--- src/rtl/dds_uart_config.sv ---
// UART (8N1) command receiver for the DDS: deserialises host frames A5,CMD,DHI,DLO,CSUM and
// commits phase step, amplitude and waveform shape, flagging every rejected frame.
module dds_uart_config #(
  parameter int CLK_HZ  = 1000000,
  parameter int BAUD    = 9600,
  parameter int M_WIDTH = 15,
  parameter int A_WIDTH = 11,
  parameter int A_MAX   = 1650,
  parameter int M_RESET = 100,
  parameter int A_RESET = 1000,
  parameter int TIMEOUT = 20
) (
  input  logic               clk,
  input  logic               rst,
  input  logic               uart_rx,
  output logic [M_WIDTH-1:0] phase_M,
  output logic [A_WIDTH-1:0] signal_A,
  output logic [1:0]         signal_shape,
  output logic               update,
  output logic               frame_err
);

  localparam int BIT_DIV  = CLK_HZ / BAUD;
  localparam int HALF_DIV = BIT_DIV / 2;
  localparam int TO_CLKS  = TIMEOUT * BIT_DIV;
  localparam int CNT_W    = $clog2(BIT_DIV);
  localparam int TO_W     = $clog2(TO_CLKS + 1);
  localparam logic [7:0]  HDR_BYTE = 8'hA5;
  localparam logic [16:0] M_LIMIT  = 17'(2 ** M_WIDTH);

  typedef enum logic [1:0] {RX_IDLE, RX_START, RX_DATA, RX_STOP} rx_state_t;
  typedef enum logic [2:0] {P_HDR, P_CMD, P_DHI, P_DLO, P_CSUM} parse_state_t;

  // ---------------------------------------------------------------- receiver
  logic             rx_meta, rx_sync, rx_prev, rx_fall;
  rx_state_t        rx_state, rx_next;
  logic [CNT_W-1:0] bit_cnt;
  logic [2:0]       bit_idx;
  logic [7:0]       shift;
  logic             cnt_clr, sample, byte_valid, rx_ferr;

  // NOTE: sequential state uses non-blocking assignments so every flop samples pre-edge values.
  always_ff @(posedge clk) begin
    if (rst) begin
      rx_meta <= 1'b1;
      rx_sync <= 1'b1;
      rx_prev <= 1'b1;
    end else begin
      rx_meta <= uart_rx;
      rx_sync <= rx_meta;
      rx_prev <= rx_sync;
    end
  end

  assign rx_fall = rx_prev & ~rx_sync;

  // NOTE: every always_comb output gets a default first, so no path can infer a latch.
  always_comb begin
    rx_next    = rx_state;
    cnt_clr    = 1'b0;
    sample     = 1'b0;
    byte_valid = 1'b0;
    rx_ferr    = 1'b0;
    case (rx_state)
      RX_IDLE: begin
        cnt_clr = 1'b1;
        if (rx_fall) rx_next = RX_START;
      end
      RX_START: if (bit_cnt == CNT_W'(HALF_DIV - 1)) begin
        cnt_clr = 1'b1;
        rx_next = rx_sync ? RX_IDLE : RX_DATA;  // line back high: glitch, not a start bit
      end
      RX_DATA: if (bit_cnt == CNT_W'(BIT_DIV - 1)) begin
        cnt_clr = 1'b1;
        sample  = 1'b1;
        if (bit_idx == 3'd7) rx_next = RX_STOP;
      end
      RX_STOP: if (bit_cnt == CNT_W'(BIT_DIV - 1)) begin
        cnt_clr    = 1'b1;
        rx_next    = RX_IDLE;
        byte_valid = rx_sync;
        rx_ferr    = ~rx_sync;
      end
      default: rx_next = RX_IDLE;
    endcase
  end

  always_ff @(posedge clk) begin
    if (rst) begin
      rx_state <= RX_IDLE;
      bit_cnt  <= '0;
      bit_idx  <= '0;
      shift    <= '0;
    end else begin
      rx_state <= rx_next;
      bit_cnt  <= cnt_clr ? '0 : bit_cnt + 1'b1;
      if (rx_state == RX_START) bit_idx <= '0;
      else if (sample)          bit_idx <= bit_idx + 1'b1;
      if (sample) shift <= {rx_sync, shift[7:1]};
    end
  end

  // ---------------------------------------------------------------- parser
  parse_state_t    p_state, p_next;
  logic [7:0]      cmd, dhi, dlo, cmd_n, dhi_n, dlo_n;
  logic [15:0]     d_val;
  logic [TO_W-1:0] idle_cnt;
  logic            timeout;
  logic [M_WIDTH-1:0] m_n;
  logic [A_WIDTH-1:0] a_n;
  logic [1:0]      sh_n;
  logic            upd_n, err_n;

  assign d_val   = {dhi, dlo};
  assign timeout = (p_state != P_HDR) && (idle_cnt == TO_W'(TO_CLKS));

  // Idle time counts only while mid-frame and the line is quiet between bytes.
  always_ff @(posedge clk) begin
    if (rst || p_state == P_HDR || rx_state != RX_IDLE || timeout) idle_cnt <= '0;
    else                                                          idle_cnt <= idle_cnt + 1'b1;
  end

  always_comb begin
    p_next = p_state;
    cmd_n  = cmd;
    dhi_n  = dhi;
    dlo_n  = dlo;
    m_n    = phase_M;
    a_n    = signal_A;
    sh_n   = signal_shape;
    upd_n  = 1'b0;
    err_n  = 1'b0;
    if (timeout) begin
      err_n  = 1'b1;
      p_next = (byte_valid && shift == HDR_BYTE) ? P_CMD : P_HDR;
    end else if (rx_ferr) begin
      if (p_state != P_HDR) begin
        err_n  = 1'b1;
        p_next = P_HDR;
      end
    end else if (byte_valid) begin
      case (p_state)
        P_HDR:  if (shift == HDR_BYTE) p_next = P_CMD;
        P_CMD:  begin cmd_n = shift; p_next = P_DHI; end
        P_DHI:  begin dhi_n = shift; p_next = P_DLO; end
        P_DLO:  begin dlo_n = shift; p_next = P_CSUM; end
        P_CSUM: begin
          p_next = P_HDR;
          err_n  = 1'b1;
          if (shift == (cmd ^ dhi ^ dlo)) begin
            case (cmd)
              8'h01: if (d_val != '0 && {1'b0, d_val} < M_LIMIT) begin
                m_n = d_val[M_WIDTH-1:0]; upd_n = 1'b1; err_n = 1'b0;
              end
              8'h02: if (d_val <= 16'(A_MAX)) begin
                a_n = d_val[A_WIDTH-1:0]; upd_n = 1'b1; err_n = 1'b0;
              end
              8'h03: if (d_val <= 16'd3) begin
                sh_n = d_val[1:0]; upd_n = 1'b1; err_n = 1'b0;
              end
              default: ;
            endcase
          end
        end
        default: p_next = P_HDR;
      endcase
    end
  end

  always_ff @(posedge clk) begin
    if (rst) begin
      p_state      <= P_HDR;
      cmd          <= '0;
      dhi          <= '0;
      dlo          <= '0;
      phase_M      <= M_WIDTH'(M_RESET);
      signal_A     <= A_WIDTH'(A_RESET);
      signal_shape <= 2'd0;
      update       <= 1'b0;
      frame_err    <= 1'b0;
    end else begin
      p_state      <= p_next;
      cmd          <= cmd_n;
      dhi          <= dhi_n;
      dlo          <= dlo_n;
      phase_M      <= m_n;
      signal_A     <= a_n;
      signal_shape <= sh_n;
      update       <= upd_n;
      frame_err    <= err_n;
    end
  end

endmodule
--- config.mk ---
export PLATFORM = sky130hd
export DESIGN_NAME = dds_uart_config
export DESIGN_NICKNAME = d
export VERILOG_FILES = /design/src/rtl/dds_uart_config.sv
export SDC_FILE = /design/constraint.sdc
export NUM_CORES = 1
export LEC_CHECK = 0
export ABC_AREA = 1
export BUFFER_PORTS_ARGS = -buffer_cell sky130_fd_sc_hd__buf_2
export CELL_PAD_IN_SITES_DETAIL_PLACEMENT = 2
export CELL_PAD_IN_SITES_GLOBAL_PLACEMENT = 2
export CORE_AREA = 8 8 128 130
export DETAILED_ROUTE_END_ITERATION = 10
export DIE_AREA = 0 0 136 138
export PLACE_DENSITY = 0.84
export SLEW_MARGIN = 25
export SYNTH_ARGS = -nofsm -noshare
export SYNTH_HDL_FRONTEND = slang
export SYNTH_SLANG_ARGS = --single-unit
export TNS_END_PERCENT = 5
--- constraint.sdc ---
create_clock -name clk -period 2.75 [get_ports clk]
set_clock_uncertainty 0.05 [all_clocks]
set_input_delay 0.4125 -clock clk [delete_from_list [all_inputs] [get_ports clk]]
set_output_delay 0.4125 -clock clk [all_outputs]
set_load 0.005 [all_outputs]
==> impl_metrics.tcl, run 1 <==
set metrics [dict create \
    outcome "finished clean" \
    synth_area_leaders "dfxtp_1 (40%), nand2_1 (20%), inv_1 (9.0%)" \
    pin_count 33 \
    die_h_um 138 \
    wl_met1_um 7473 \
    startpoint "bit_cnt[0]" \
    dp_hpwl_um 12060 \
    clock_sinks 92 \
    die_w_um 136 \
    synth_top_area_share_pct 39.58 \
    drive_above_1_share_pct 8.696 \
    cts_setup_buffers 0 \
    tns_ns 0 \
    synth_top_area_cell "dfxtp_1" \
    cts_resized 0 \
    synth.most_common_cell "nand2_1" \
    drt-initial-drc-count 172 \
    met3_wirelength_um 404 \
    synth_edf_count 0 \
    drc 0 \
    syn_area_mm2 0.004653 \
    clockBufferDepth 2 \
    dr.max_layer_used "met4" \
    n_antenna_cell 0 \
    gp_congestion 0.8535 \
    vdd_drop_max_uv 292.8 \
    synthDistinctLibCells 27 \
    fmax_ghz 0.4155 \
    holdBufCountCts 0 \
    cp-end-kind "flop" \
    avgSynthCellArea_um2 6.238 \
    die-area_mm2 0.01877 \
    start_util_pct 32.51 \
    path_class "reg -> reg" \
    synth_nets 754 \
    n_fill_cell 1811 \
    postRouteAntennaNets 0 \
    cts_made_buffers 9 \
    synthCells 746 \
    critPathMaxFanout 28 \
    routed_wl_um 16040 \
    finalCritPeriodShare_pct 87.51 \
    hold_viol 0 \
    worstPathRequired_ns 2.99 \
    via_per_inst 4.940 \
    min_from "uart_rx" \
    r2r-start "bit_cnt[0]" \
    drv_slew 0 \
    hold_path_class "in -> reg" \
    dr_wl_met2_um 7891 \
    finalNetCount 785 \
    core_area_mm2 0.01431 \
    io_buffers 32 \
    grt_pass1_wl_um 26680 \
    grt-ovfl-total 0 \
    cts_tree "yes" \
    ys_seq_area_share_pct 39.58 \
    rsz0062_at_grt "false" \
    wire_per_inst_um 16.61 \
    clock_latency_ns 0.35 \
    max_cap_violations 0 \
    tightest_slew_ns 0.5561 \
    min_period_ns 2.407 \
    clkTransAtPathRegs_ns 0.07 \
    grt_pass1_vias 5236 \
    ys.flop_type "dfxtp_1" \
    p_leak_nw 2.543 \
    dr_total_vias 4772 \
    power_mw 2.701 \
    worst_setup_path_start_kind "flop" \
    ys_ff_latch 92 \
    grt_antenna_before_repair 0 \
    grt_usage_pct 17.75 \
    ys_warn_count 0 \
    maxSlewHeadroom_pct 62.79 \
    drt_pass1_iterations 4 \
    grt_max_degree 51 \
    worstPathArrival_ns 2.64 \
    power.density_mw_per_mm2 508.9 \
    syn2layout_area_growth_pct 14.09 \
    htree_levels 3 \
    ctsRootBufferMaster "clkbuf_16" \
    async_reset_ff_share_pct 0 \
    synth_common_cells "nand2_1 (246), inv_1 (112), nor2_1 (112)" \
    placement_rows 44 \
    setup_viol 0 \
]
## stage by stage
step | instances | instance area [um^2] | util [%] | setup WS [ns] | hold WS [ns]
6_report | 966 | 5309 | 37.09 | 0.3434 | 0.1973
5_1_grt | 966 | 5309 | 37.09 | 0.1016 | 0.2025
4_1_cts | 966 | 5309 | 37.09 | 0.3187 | 0.1880
3_5_place_dp | 950 | 5006 | 34.97 | 0.3648 | 0.3507
3_3_place_gp | 950 | 5006 | 34.97 | 0.3593 | 0.3512
2_1_floorplan | 746 | 4653 | - | 0.8328 | 0.3395
## cell usage in the layout (no fill, tap or decap)
cell type	instances
a21oi_1	39
buf_2	32
buf_4	8
bufinv_16	1
clkbuf_16	9
clkbuf_8	2
clkinv_2	4
dfxtp_1	92
ha_1	5
inv_1	112
nand2_1	246
nand2_2	2
nand3_1	52
nand3_2	1
nand3_4	1
nand3b_1	3
nand4_1	9
nor2_1	112
nor2_2	3
nor3_1	12
nor3_4	2
nor3b_1	2
nor4_1	1
o211ai_1	1
o21a_1	1
o21ai_0	24
or2_2	3
xor2_1	3
## report_power, final
group	total (mW)	internal (mW)	leakage (nW)	switching, mW
Sequential	1.35	1.34	0.742	0.00819
Combinational	0.0610	0.0145	1.65	0.0465
Clock	1.29	0.749	0.155	0.545
## critical path: stages, from the launching register on
cell     delay (ns)
dfxtp_1        0.35
ha_1           0.22
inv_1          0.11
nor3_4         0.39
nand2_2        0.16
nor3_4         0.32
nand3_4        0.35
inv_1          0.23
nand2_1        0.07
nand3_1        0.08
## final timing paths
| path | end | slack, ns | depth (start not counted) |
|---|---|---|---|
| worst max-delay path | phase_M[6] | 0.34 | 9 |
| worst min-delay path | rx_meta | 0.20 | 2 |
| worst max register to register | phase_M[6] | 0.34 | 9 |
| worst min register to register | rx_sync | 0.36 | 1 |
## registers in the layout, indices dropped and copies added (netlist names), 2 cells and up, named ones only
signal and cells:
signal_shape 2, idle_cnt 12, signal_A 11, bit_idx 3
dlo 8, shift 8, bit_cnt 7, dhi 8
phase_M 15, p_state 3, cmd 8
## cell type report
cell class	count	area, um^2	area share (%)
clock inverter	5	50.05	0.9427
sequential	92	1842	34.69
timing repair buffer	40	220.2	4.148
clock buffer	11	252.7	4.761
tap	184	230.2	4.337
multi-input combinational	522	2293	43.20
inverter	112	420.4	7.919
## kinds of logic after synthesis
family                   count (synthesis)  synth area share (%)
buffers and inverters                  132                 11.13
AND/OR/NAND/NOR                        449                 40.28
adder cells (fa/ha/maj)                  5                 1.344
XOR/XNOR                                 3                0.5648
flip-flops                              92                 39.58
AO/OA/AOI/OAI                           65                 7.099
## routing by layer
layer / global-route usage, % / vias up
met1: 22.16 / 2355
met2: 30.38 / 49
met3: 2.464 / 18
met4: 5.957 / 0
met5: 0 / -
li1: - / 2350
(Power assumes the default switching activity.)
==> run 2, diff against run 1 <==
--- a/config.mk
+++ b/config.mk
@@ -5,14 +5,13 @@
 export SDC_FILE = /design/constraint.sdc
 export NUM_CORES = 1
 export LEC_CHECK = 0
-export ABC_AREA = 1
 export BUFFER_PORTS_ARGS = -buffer_cell sky130_fd_sc_hd__buf_2
 export CELL_PAD_IN_SITES_DETAIL_PLACEMENT = 2
 export CELL_PAD_IN_SITES_GLOBAL_PLACEMENT = 2
-export CORE_AREA = 8 8 128 130
+export CORE_AREA = 8 8 116 118
 export DETAILED_ROUTE_END_ITERATION = 10
-export DIE_AREA = 0 0 136 138
-export PLACE_DENSITY = 0.84
+export DIE_AREA = 0 0 124 126
+export PLACE_DENSITY = 0.83
 export SLEW_MARGIN = 25
 export SYNTH_ARGS = -nofsm -noshare
 export SYNTH_HDL_FRONTEND = slang
==> run 2 against run 1 <==
- fmax is 7.3% lower
- cell count is 33% lower
- register-to-register slack worse by 0.19 ns
- utilization grew 5.3 points
- wire length fell by 17%
- non-clock buffer count grew 11
- critical path depth down 4
==> impl_metrics.tcl, run 2 <==
set metrics [dict create \
    outcome "finished clean" \
    die_w_um 124 \
    gp_congestion 0.7770 \
    placement_rows 40 \
    synth_top_area_share_pct 42.87 \
    clockBufferDepth 2 \
    dp_hpwl_um 9238 \
    synth_common_cells "dfxtp_1 (92), nor2_1 (79), mux2i_1 (60)" \
    grt_usage_pct 17.57 \
    max_cap_violations 0 \
    drive_above_1_share_pct 16.97 \
    p_leak_nw 1.952 \
    die-area_mm2 0.01562 \
    final_cell_mix "dfxtp_1 (92), nor2_1 (79), mux2i_1 (60)" \
    min_period_ns 2.595 \
    clkTransAtPathRegs_ns 0.06 \
    rsz0062_at_grt "false" \
    synth_nets 468 \
    tns_ns 0 \
    largest_reg_flops 15 \
    syn2layout_area_growth_pct 15.55 \
    async_reset_ff_share_pct 0 \
    ys_ff_latch 92 \
    grt_pass1_wl_um 21290 \
    vdd_drop_max_uv 315.4 \
    ys_warn_count 0 \
    htree_levels 3 \
    drc 0 \
    grt_pass1_vias 3950 \
    path_class "reg -> reg" \
    start_util_pct 36.69 \
    cts_setup_buffers 0 \
    tightest_slew_ns 0.7125 \
    drt_pass1_iterations 4 \
    dpl.cell_count 633 \
    p_switching_uw 561.9 \
    ctsRootBufferMaster "clkbuf_16" \
    grt-ovfl-total 0 \
    die_h_um 126 \
    p_clk_share_pct 51.0 \
    layout_commonest_cell "dfxtp_1" \
    combinationalPowerShare_pct 1.3 \
    via_per_inst 5.370 \
    worst_setup_path_start_kind "flop" \
    multi_input_comb_area_mm2 0.002258 \
    power.density_mw_per_mm2 566.9 \
    postRouteAntennaNets 0 \
    synth_area_leaders "dfxtp_1 (43%), mux2i_1 (14%), nor2_1 (6.9%)" \
    ys_seq_area_share_pct 42.87 \
    internal-power_mw 2.253 \
    cts_tree "yes" \
    sw_frac_of_total_pct 19.97 \
    setup_viol 0 \
    synthDistinctLibCells 59 \
    core_area_mm2 0.01171 \
    n_fill_cell 1262 \
    whs_ns 0.2062 \
    fmax_ghz 0.3854 \
    clock_latency_ns 0.35 \
    synth.most_common_cell "dfxtp_1" \
    routed_wl_um 13340 \
    register_area_mm2 0.001842 \
    ys.flop_type "dfxtp_1" \
    grt_antenna_before_repair 0 \
    maxSlewHeadroom_pct 52.06 \
    holdBufCountCts 0 \
    grt_max_degree 30 \
    hold_viol 0 \
    cp-end-kind "flop" \
    power.share.sequential_pct 47.6 \
    drv_slew 0 \
    worstPathRequired_ns 2.94 \
    regMostFlops "phase_M" \
    avgSynthCellArea_um2 9.340 \
    synth_edf_count 0 \
    clock_sinks 92 \
    dr_total_vias 3480 \
    hold_path_class "in -> reg" \
    worstPathArrival_ns 2.78 \
    top_regs "phase_M x15, idle_cnt x12, signal_A x11" \
    synthCells 460 \
    critPathMaxFanout 7 \
    synth_top_area_cell "dfxtp_1" \
    cts_made_buffers 9 \
    finalCritPeriodShare_pct 94.36 \
    n_antenna_cell 0 \
    power_mw 2.815 \
    cts_resized 0 \
    io_buffers 32 \
    wire_per_inst_um 20.59 \
    pin_count 33 \
    syn_area_mm2 0.004297 \
    fin_util_pct 42.39 \
    drt-initial-drc-count 150 \
    finalNetCount 505 \
    final_cells 648 \
]
run 2: cell types whose count changed in the layout (fill, tap and decap cells not counted), sizes merged, moves of 9 or more:
cell / previous run / this run
inv: 112 / 9
o21ai: 24 / 4
xnor2: 0 / 29
and3: 0 / 10
nor4: 1 / 10
nand3: 54 / 9
nor2: 115 / 79
nand2: 248 / 46
buf: 40 / 51
a21oi: 39 / 5
mux2i: 0 / 60
run 2: stage by stage:
step           setup slack [ns]  cell area [um^2]
5_1_grt                 0.03753              4965
2_1_floorplan            0.6091              4297
3_5_place_dp             0.2971              4624
4_1_cts                  0.1384              4965
6_report                 0.1552              4965
3_3_place_gp             0.4909              4624
run 2: final cells by class:
cell class                      count  share of cell area (%)
Sequential cell                    92                   37.10
Inverter                           10                  0.7560
Clock inverter                      4                   1.966
Timing Repair Buffer               51                   6.099
Tap cell                          147                   3.705
Clock buffer                       11                   4.889
Multi-Input combinational cell    333                   45.49
run 2: worst paths after layout:
| check | from | endpoint | slack (ns) | cells after the start |
|---|---|---|---|---|
| hold / removal | uart_rx | rx_meta | 0.21 | 2 |
| setup / recovery | dlo[7] | update | 0.16 | 5 |
| setup reg to reg | dlo[7] | update | 0.16 | 5 |
| hold reg to reg | rx_meta | rx_sync | 0.38 | 1 |
run 2: routing by layer:
metal	share of wire, %	vias up	wire length [um]	GRT usage [%]
li1	-	1655	-	-
met1	42	1742	5555	19.75
met2	52	55	6899	30.80
met3	3.6	28	476	2.815
met4	3.1	0	408	9.314
met5	0	-	0	0
run 2: worst max-delay path, stage by stage, from the launching register on:
cell,delay (ns)
dfxtp_1,0.51
xor2_1,0.27
xnor2_1,0.23
nand4_1,0.47
or4_1,0.66
a311oi_1,0.31
run 2: power groups by stage:
stage	sequential (mW)	combinational [mW]	clock, mW
after floorplan	1.37	0.0279	0
after global placement	1.37	0.0364	0
after detailed placement	1.37	0.0377	0
after CTS	1.34	0.0383	1.47
after global routing	1.34	0.0412	1.50
final	1.34	0.0377	1.44
run 2: cell families after synthesis:
group,Yosys count,share of synthesized area (%)
AND/OR/NAND/NOR,201,24.32
flip-flops,92,42.87
multiplexers,61,14.24
XOR/XNOR,39,7.950
buffers and inverters,35,4.571
AO/OA/AOI/OAI,27,4.601
adder cells (fa/ha/maj),5,1.456
==> run 3, diff against run 2 <==
--- a/config.mk
+++ b/config.mk
@@ -8,10 +8,11 @@
 export BUFFER_PORTS_ARGS = -buffer_cell sky130_fd_sc_hd__buf_2
 export CELL_PAD_IN_SITES_DETAIL_PLACEMENT = 2
 export CELL_PAD_IN_SITES_GLOBAL_PLACEMENT = 2
-export CORE_AREA = 8 8 116 118
+export CORE_AREA = 8 8 114 116
+export CTS_BUF_LIST = sky130_fd_sc_hd__clkbuf_8
 export DETAILED_ROUTE_END_ITERATION = 10
-export DIE_AREA = 0 0 124 126
-export PLACE_DENSITY = 0.83
+export DIE_AREA = 0 0 122 124
+export PLACE_DENSITY = 0.85
 export SLEW_MARGIN = 25
 export SYNTH_ARGS = -nofsm -noshare
 export SYNTH_HDL_FRONTEND = slang
==> run 3 against run 2 <==
- sequential share of layout area rose by 1.2 points
- register-to-register slack improved by 0.15 ns
- critical path depth did not move
- cell area fell by 3.0%
- cell count fell by 0.62%
- via count fell by 1.0%
- global-route usage rose by 0.34 points
- setup slack improved by 0.15 ns
- combinational power fell by 4%
- wire length fell by 2.4%
- hold slack got worse by 0.023 ns
- first-iteration DRC count rose by 63%
- largest power group is now registers
- highest routed layer unchanged
==> impl_metrics.tcl, run 3 (synthesized netlist as in run 2, its figures left out) <==
set metrics [dict create \
    final_cells 644 \
    drt_pass1_iterations 4 \
    grt_usage_pct 17.91 \
    wire_per_inst_um 20.21 \
    pin_count 33 \
    drive_above_1_share_pct 16.97 \
    grt_max_degree 53 \
    clockBufferDepth 2 \
    largest_reg_flops 15 \
    placed_area_mm2 0.004612 \
    cts_resized 0 \
    tightest_slew_ns 0.7039 \
    sw_frac_of_total_pct 23.72 \
    drc 0 \
    reg2reg_depth 5 \
    clkTransAtPathRegs_ns 0.09 \
    power.share.sequential_pct 57.2 \
    worstPathRequired_ns 3.00 \
    outcome "finished clean" \
    htree_levels 3 \
    clock_latency_ns 0.38 \
    r2r_slack_ns 0.31 \
    hold_path_class "in -> reg" \
    tns_ns 0 \
    fin_area_mm2 0.004813 \
    cp-end-kind "flop" \
    min_from "uart_rx" \
    critPathMaxFanout 3 \
    grt_antenna_before_repair 0 \
    dp_hpwl_um 9160 \
    timing.rr.end "p_state[0]" \
    holdBufCountCts 0 \
    path_class "reg -> reg" \
    finalCritPeriodShare_pct 88.78 \
    multi_input_comb_area_mm2 0.002258 \
    grt_pass1_wl_um 20980 \
    worstPathArrival_ns 2.69 \
    dr_total_vias 3444 \
    min_to "rx_meta" \
    postRouteAntennaNets 0 \
    gp_congestion 0.7976 \
    cts_setup_buffers 0 \
    combinationalPowerShare_pct 1.5 \
    syn2layout_area_growth_pct 12.03 \
    p_switching_uw 555.8 \
    dp_slack_ns 0.3803 \
    maxSlewHeadroom_pct 52.64 \
    vdd_drop_max_uv 197.0 \
    p_leak_nw 1.890 \
    internal-power_mw 1.787 \
    r2r-start "idle_cnt[10]" \
    final_cell_mix "dfxtp_1 (92), nor2_1 (79), mux2i_1 (60)" \
    clock_sinks 92 \
    finalNetCount 504 \
    n_antenna_cell 0 \
    grt-ovfl-total 0 \
    max_cap_violations 0 \
    drv_slew 0 \
    worst_setup_path_start_kind "flop" \
    drt-initial-drc-count 244 \
    setup_viol 0 \
    n_fill_cell 1205 \
    min_path_cells 2 \
    min_period_ns 2.442 \
    cts_tree "yes" \
    start_util_pct 38.45 \
    rsz0062_at_grt "false" \
    via_per_inst 5.348 \
    layout_commonest_cell "dfxtp_1" \
    dpl.cell_count 628 \
    p_clk_share_pct 41.3 \
    fin_util_pct 43.07 \
    placement_rows 39 \
    top_regs "phase_M x15, idle_cnt x12, signal_A x11" \
    fmax_ghz 0.4096 \
    core_area_mm2 0.01117 \
    io_buffers 32 \
    die_h_um 124 \
    regMostFlops "phase_M" \
    hold_viol 0 \
    power_mw 2.343 \
    die_w_um 122 \
    whs_ns 0.1834 \
    ctsRootBufferMaster "clkbuf_8" \
    die-area_mm2 0.01513 \
    register_area_mm2 0.001842 \
    setup_ws_ns 0.3084 \
    power.density_mw_per_mm2 486.8 \
    routed_wl_um 13020 \
    grt_pass1_vias 3876 \
    cts_made_buffers 9 \
]
[run 3: per-layer routing]
layer  part of all wire, %  GRT usage [%]  up-vias
met2                    51          31.64       52
met1                    44          21.20     1725
met5                     0              0        -
li1                      -              -     1648
met3                   3.3          3.309       19
met4                   1.7          6.631        0
[run 3: final cells by class]
class	instances	share of cell area, %
clock buffers	10	2.859
inverters	10	0.7798
clock inverters	6	1.326
multi-input cells	333	46.92
flip-flops and latches	92	38.26
repair buffers	50	6.135
well taps	143	3.717
[run 3: how the worst max path moves through the flow]
stage                 startpoint               to  slack (ns)  cells after the start
floorplan           idle_cnt[10]           dhi[2]        0.61                      7
global placement    idle_cnt[10]           dlo[6]        0.52                      6
detailed placement        cmd[2]       phase_M[2]        0.38                      6
CTS                 idle_cnt[10]       p_state[0]        0.22                      5
global route              dlo[7]  signal_shape[1]        0.20                      5
finish              idle_cnt[10]       p_state[0]        0.31                      5
[run 3: critical path, stage by stage (launching register included)]
cell,delay [ns]
dfxtp_1,0.36
or4_4,0.55
nor4_1,0.62
nand4_1,0.23
a211o_1,0.35
a21oi_1,0.20
[run 3: power groups by stage]
stage / Clock, mW / Sequential, mW / Combinational [mW]
after floorplan: 0 / 1.37 / 0.0279
after global placement: 0 / 1.37 / 0.0340
after detailed placement: 0 / 1.37 / 0.0356
after CTS: 0.977 / 1.34 / 0.0367
after global routing: 1.03 / 1.34 / 0.0404
final: 0.967 / 1.34 / 0.0362
